===== src/rtl/decision_feeder.sv =====
// Collects three streamed feature words, then drives a decision engine through a
// clear/run sequence and holds its result (or a timeout marker) until consumed.
module decision_feeder #(
  parameter int WIDTH   = 8,
  parameter int TIMEOUT = 255
) (
  input  logic             clock,
  input  logic             reset,
  input  logic [WIDTH-1:0] feat_i,
  input  logic             feat_valid_i,
  output logic             feat_ready_o,
  output logic [WIDTH-1:0] x1_o,
  output logic [WIDTH-1:0] x2_o,
  output logic [WIDTH-1:0] x3_o,
  output logic             dec_rst_o,
  output logic             start_o,
  input  logic [WIDTH-1:0] y_i,
  input  logic             y_valid_i,
  output logic [WIDTH-1:0] res_o,
  output logic             res_err_o,
  output logic             res_valid_o,
  input  logic             res_ready_i,
  output logic [15:0]      sample_cnt_o
);

  localparam int TW = (TIMEOUT < 2) ? 1 : $clog2(TIMEOUT);
  localparam logic [TW-1:0] TLAST = TW'(TIMEOUT - 1);

  typedef enum logic [1:0] {COLLECT, CLEAR, RUN, DONE} state_t;

  state_t           state_q, state_d;
  logic [1:0]       slot_q, slot_d;
  logic [WIDTH-1:0] x1_q, x1_d, x2_q, x2_d, x3_q, x3_d;
  logic [WIDTH-1:0] res_q, res_d;
  logic             res_err_q, res_err_d;
  logic             res_valid_q, res_valid_d;
  logic             start_q, start_d;
  logic             dec_rst_q, dec_rst_d;
  logic [15:0]      cnt_q, cnt_d;
  logic [TW-1:0]    tmo_q, tmo_d;
  logic             feat_xfer;

  assign feat_xfer = feat_valid_i && (state_q == COLLECT);

  always_comb begin
    state_d   = state_q;
    slot_d    = slot_q;
    x1_d      = x1_q;
    x2_d      = x2_q;
    x3_d      = x3_q;
    res_d     = res_q;
    res_err_d = res_err_q;
    cnt_d     = cnt_q;
    tmo_d     = '0;
    unique case (state_q)
      COLLECT: begin
        if (feat_xfer) begin
          unique case (slot_q)
            2'd0:    x1_d = feat_i;
            2'd1:    x2_d = feat_i;
            default: x3_d = feat_i;
          endcase
          if (slot_q == 2'd2) begin
            slot_d  = 2'd0;
            state_d = CLEAR;
          end else begin
            slot_d = slot_q + 2'd1;
          end
        end
      end
      CLEAR: state_d = RUN;
      RUN: begin
        // A real result on the last allowed cycle beats the timeout.
        if (y_valid_i) begin
          res_d     = y_i;
          res_err_d = 1'b0;
          state_d   = DONE;
        end else if (tmo_q == TLAST) begin
          res_d     = '1;
          res_err_d = 1'b1;
          state_d   = DONE;
        end else begin
          tmo_d = tmo_q + 1'b1;
        end
      end
      DONE: begin
        if (res_ready_i) begin
          cnt_d   = cnt_q + 16'd1;
          state_d = COLLECT;
        end
      end
      default: state_d = COLLECT;
    endcase
    // Engine controls are registered copies of the next-state decode.
    dec_rst_d   = (state_d == CLEAR);
    start_d     = (state_d == RUN);
    res_valid_d = (state_d == DONE);
  end

  always_ff @(posedge clock or negedge reset) begin
    if (!reset) begin
      state_q     <= COLLECT;
      slot_q      <= 2'd0;
      x1_q        <= '0;
      x2_q        <= '0;
      x3_q        <= '0;
      res_q       <= '0;
      res_err_q   <= 1'b0;
      res_valid_q <= 1'b0;
      start_q     <= 1'b0;
      dec_rst_q   <= 1'b0;
      cnt_q       <= 16'd0;
      tmo_q       <= '0;
    end else begin
      state_q     <= state_d;
      slot_q      <= slot_d;
      x1_q        <= x1_d;
      x2_q        <= x2_d;
      x3_q        <= x3_d;
      res_q       <= res_d;
      res_err_q   <= res_err_d;
      res_valid_q <= res_valid_d;
      start_q     <= start_d;
      dec_rst_q   <= dec_rst_d;
      cnt_q       <= cnt_d;
      tmo_q       <= tmo_d;
    end
  end

  // Ready is qualified by reset so it stays low while reset is held.
  assign feat_ready_o = (state_q == COLLECT) && reset;
  assign x1_o         = x1_q;
  assign x2_o         = x2_q;
  assign x3_o         = x3_q;
  assign dec_rst_o    = dec_rst_q;
  assign start_o      = start_q;
  assign res_o        = res_q;
  assign res_err_o    = res_err_q;
  assign res_valid_o  = res_valid_q;
  assign sample_cnt_o = cnt_q;

endmodule

===== config.mk =====
export PLATFORM = sky130hd
export DESIGN_NAME = decision_feeder
export DESIGN_NICKNAME = d
export VERILOG_FILES = /design/src/rtl/decision_feeder.sv
export SDC_FILE = /design/constraint.sdc
export NUM_CORES = 1
export LEC_CHECK = 0
export CAP_MARGIN = 20
export CORE_UTILIZATION = 47
export DETAILED_ROUTE_END_ITERATION = 10
export PLACE_DENSITY = 0.8
export SLEW_MARGIN = 15
export SYNTH_ARGS = -nofsm -noshare
export SYNTH_HDL_FRONTEND = slang
export SYNTH_SLANG_ARGS = --single-unit

===== constraint.sdc =====
create_clock -name clock -period 2.32 [get_ports clock]
set_clock_uncertainty 0.05 [all_clocks]
set_input_delay 0.232 -clock clock [delete_from_list [all_inputs] [get_ports clock]]
set_output_delay 0.232 -clock clock [all_outputs]
set_load 0.05 [all_outputs]

==> flow_metrics.py <==
metrics = {
    "outcome": {
        "outcome": "complete, no violations",
    },
    "timing": {
        "totalNegativeSetupSlack_ns": 0,
        "setup_viol": 0,
        "layout_min_cycle_time_ns": 1.90,
        "hold_violations": 0,
        "tightest_slew_ns": 0.792,
        "fmax_ghz": 0.526,
        "min_period_over_period": 0.820,
        "setup_ws_ns": 0.418,
        "drv_slew": 0,
        "relSlewSlack": 0.472,
        "rsz0062_at_grt": "false",
    },
    "clocking": {
        "h-tree-depth": 3,
        "cts_num_sinks": 64,
        "cts_max_path_buffers": 2,
        "hold_buffers": 0,
        "cts_root_buffer": "clkbuf_8",
        "path_clk_slew_ns": 0.07,
        "clk_latency_ns": 0.33,
        "cts_buffers": 9,
        "cts_resized": 0,
        "cts_setup_buffers": 0,
        "cts_tree": "yes",
    },
    "power": {
        "p_clk_frac": 0.212,
        "power_frac_seq": 0.325,
        "switching_share": 0.422,
        "netSwitchingPower_mw": 2.25,
        "combPwrFrac": 0.463,
        "power-per-cell-area_nw_per_um2": 1470,
        "peakVddDrop_uv": 909,
        "p_int_mw": 3.09,
        "power.leakage_nw": 1.58,
    },
    "detailed_routing": {
        "drtIter0Drc": 107,
        "drt_first_pass_iters": 4,
        "drc": 0,
        "ant_nets": 0,
        "vias": 1783,
        "avgRoutedWirePerCell_um": 14.0,
        "wl_mm": 4.97,
        "via_per_inst": 5.01,
    },
    "global_routing": {
        "track_usage": 0.192,
        "grt_pass1_vias": 1719,
        "antenna_found_initial": 0,
        "grt_pass1_wl_mm": 7.94,
        "grt_max_degree": 65,
        "grt_overflow": 0,
    },
    "cells_and_area": {
        "multiInputGateArea_um2": 937,
        "fillers": 361,
        "final_cell_area_um2": 3620,
        "drive_gt1_frac": 0.178,
        "fin_cells": 356,
        "seqCellArea_um2": 1600,
        "antenna_cells": 0,
        "syn2layout_area_growth_pct": 41.6,
        "nNetsFinal": 305,
    },
    "job": {
        "maxCapViolations": 0,
    },
    "yosys": {
        "synth_seq_cells": 64,
        "synth_fa_ha_area_frac": 0.0147,
        "synth_top_family_by_area": "simple AND/OR/NAND/NOR gates",
        "synth_compound_area_frac": 0.0479,
        "synth_xor_xnor_area_share": 0.0685,
        "synth.cell_area_um2": 2560,
        "ys_seq_area_frac": 0.626,
        "avgSynthCellArea_um2": 13.1,
        "ys_types": 29,
        "synth_simple_gate_area_frac": 0.125,
        "netlist_instances": 195,
        "syn_nets": 219,
        "muxShareOfSynthArea": 0.110,
        "ys.warnings.count": 0,
    },
    "place": {
        "gp_congestion": 0.738,
        "dp_hpwl_mm": 3.49,
        "io_buffer_count": 73,
        "dp_slack_ns": 0.349,
        "dp_cells": 340,
        "placed_area_um2": 3390,
    },
    "floorplanning": {
        "core_area_um2": 5170,
        "rows": 26,
        "pin_count": 74,
        "die_x_um": 75.8,
        "die_area_um2": 5740,
        "die_h_um": 75.8,
        "start_util": 0.494,
    },
    "min_path": {
        "hold_path.class": "in -> async",
    },
    "worst_setup_path": {
        "crit_chain": "clkdlybuf4s50_1",
        "path_class": "reg -> out",
        "slowest_delay_ns": 0.84,
        "cp-end-kind": "output port",
        "worstPathArrival_ns": 1.62,
        "cp.required_ns": 2.04,
        "crit_family": "buffers and inverters",
        "critical_path_buf_inv_count": 1,
        "crit_slowest_cell": "clkdlybuf4s50_1",
        "critPathMaxFanout": 6,
        "start_kind": "register",
        "r2r_slack_ns": 0.60,
    },
}
state kept, by name, indices dropped and copies added (netlist names), 2 cells and up:
signal	flops
x2_o	8
sample_cnt_o	16
state_q	2
x1_o	8
res_o	8
x3_o	8
tmo_q	8
slot_q	2
final cells by class:
| class | instances | share of cell area |
|---|---|---|
| flip-flops and latches | 64 | 0.442 |
| clock buffers | 10 | 0.0352 |
| repair buffers | 76 | 0.206 |
| clock inverters | 6 | 0.0297 |
| well taps | 70 | 0.0242 |
| multi-input cells | 126 | 0.259 |
| inverters | 4 | 0.00415 |
power by group through the flow:
stage / logic [mW] / registers (mW) / clock network [mW]
2_1_floorplan: 0.503 / 2.88 / 0
3_3_place_gp: 2.46 / 1.74 / 0
3_5_place_dp: 2.49 / 1.76 / 0
4_1_cts: 2.50 / 1.74 / 1.16
5_1_grt: 2.61 / 1.79 / 1.20
6_report: 2.47 / 1.74 / 1.13
synthesized netlist by cell type:
library cell | n | share of area
nand3_1 | 11 | 0.022
ha_1 | 3 | 0.015
o22a_1 | 8 | 0.027
o311a_1 | 1 | 0.0039
a21o_1 | 2 | 0.0059
a21oi_1 | 3 | 0.0059
or3_1 | 1 | 0.0024
nand2_1 | 14 | 0.021
and4_1 | 2 | 0.0069
nor2_2 | 1 | 0.0024
nand4b_1 | 1 | 0.0034
xor2_1 | 8 | 0.027
mux2_2 | 25 | 0.11
o21ai_0 | 1 | 0.0020
or2_2 | 2 | 0.0049
nor4_1 | 1 | 0.0024
nor3_1 | 3 | 0.0059
and3_1 | 3 | 0.0073
inv_1 | 4 | 0.0059
and2_1 | 1 | 0.0024
nand4_1 | 3 | 0.0073
xnor2_1 | 12 | 0.041
o21a_1 | 1 | 0.0029
dfrtp_1 | 64 | 0.63
nor2_1 | 15 | 0.022
nor3_2 | 2 | 0.0078
or4b_4 | 1 | 0.0054
clkbuf_1 | 1 | 0.0015
nor2b_1 | 1 | 0.0024
metal layers:
| layer | track usage | wire (um) | share of wire | vias up |
|---|---|---|---|---|
| met1 | 0.243 | 2260 | 0.45 | 874 |
| met4 | 0.105 | 85 | 0.017 | 0 |
| met5 | 0 | 0 | 0 | - |
| met2 | 0.280 | 2250 | 0.45 | 44 |
| met3 | 0.0807 | 378 | 0.076 | 9 |
| li1 | - | - | - | 856 |
kinds of logic after synthesis:
| family | count (synthesis) |
|---|---|
| AO/OA/AOI/OAI | 16 |
| XOR/XNOR | 20 |
| multiplexers | 25 |
| flip-flops | 64 |
| adder cells (fa/ha/maj) | 3 |
| buffers and inverters | 5 |
| AND/OR/NAND/NOR | 62 |
worst paths after layout:
path / start / cells past startpoint / endpoint
worst max-delay path: sample_cnt_o[8] / 1 / sample_cnt_o[8]
worst min-delay path: reset / 2 / tmo_q[6]
worst max register to register: sample_cnt_o[0] / 5 / sample_cnt_o[10]
worst min register to register: sample_cnt_o[15] / 1 / sample_cnt_o[15]
max in group asynchronous: reset / 2 / sample_cnt_o[0]
min in group clock: sample_cnt_o[15] / 1 / sample_cnt_o[15]
layout by cell type, fill, tap and decap left out:
master	instances
a21o_1	2
a21oi_1	3
and2_1	1
and3_1	3
and4_1	2
buf_2	1
buf_4	4
bufinv_16	3
clkbuf_1	1
clkbuf_8	9
clkdlybuf4s50_1	71
clkinv_2	2
clkinvlp_4	1
dfrtp_1	64
ha_1	3
inv_1	4
mux2_2	25
nand2_1	14
nand3_1	11
nand4_1	3
nand4b_1	1
nor2_1	15
nor2_2	1
nor2b_1	1
nor3_1	3
nor3_2	2
nor4_1	1
o21a_1	1
o21ai_0	1
o22a_1	8
o311a_1	1
or2_2	2
or3_1	1
or4b_4	1
xnor2_1	12
xor2_1	8
stage by stage:
step / util / hold slack, ns / power, mW
2_1_floorplan: - / -0.114 / 3.38
3_3_place_gp: 0.655 / 0.409 / 4.21
3_5_place_dp: 0.655 / 0.425 / 4.24
4_1_cts: 0.700 / 0.0813 / 5.40
5_1_grt: 0.700 / 0.128 / 5.60
6_report: 0.700 / 0.0617 / 5.34
No activity file was read; power rests on OpenSTA's default activity.
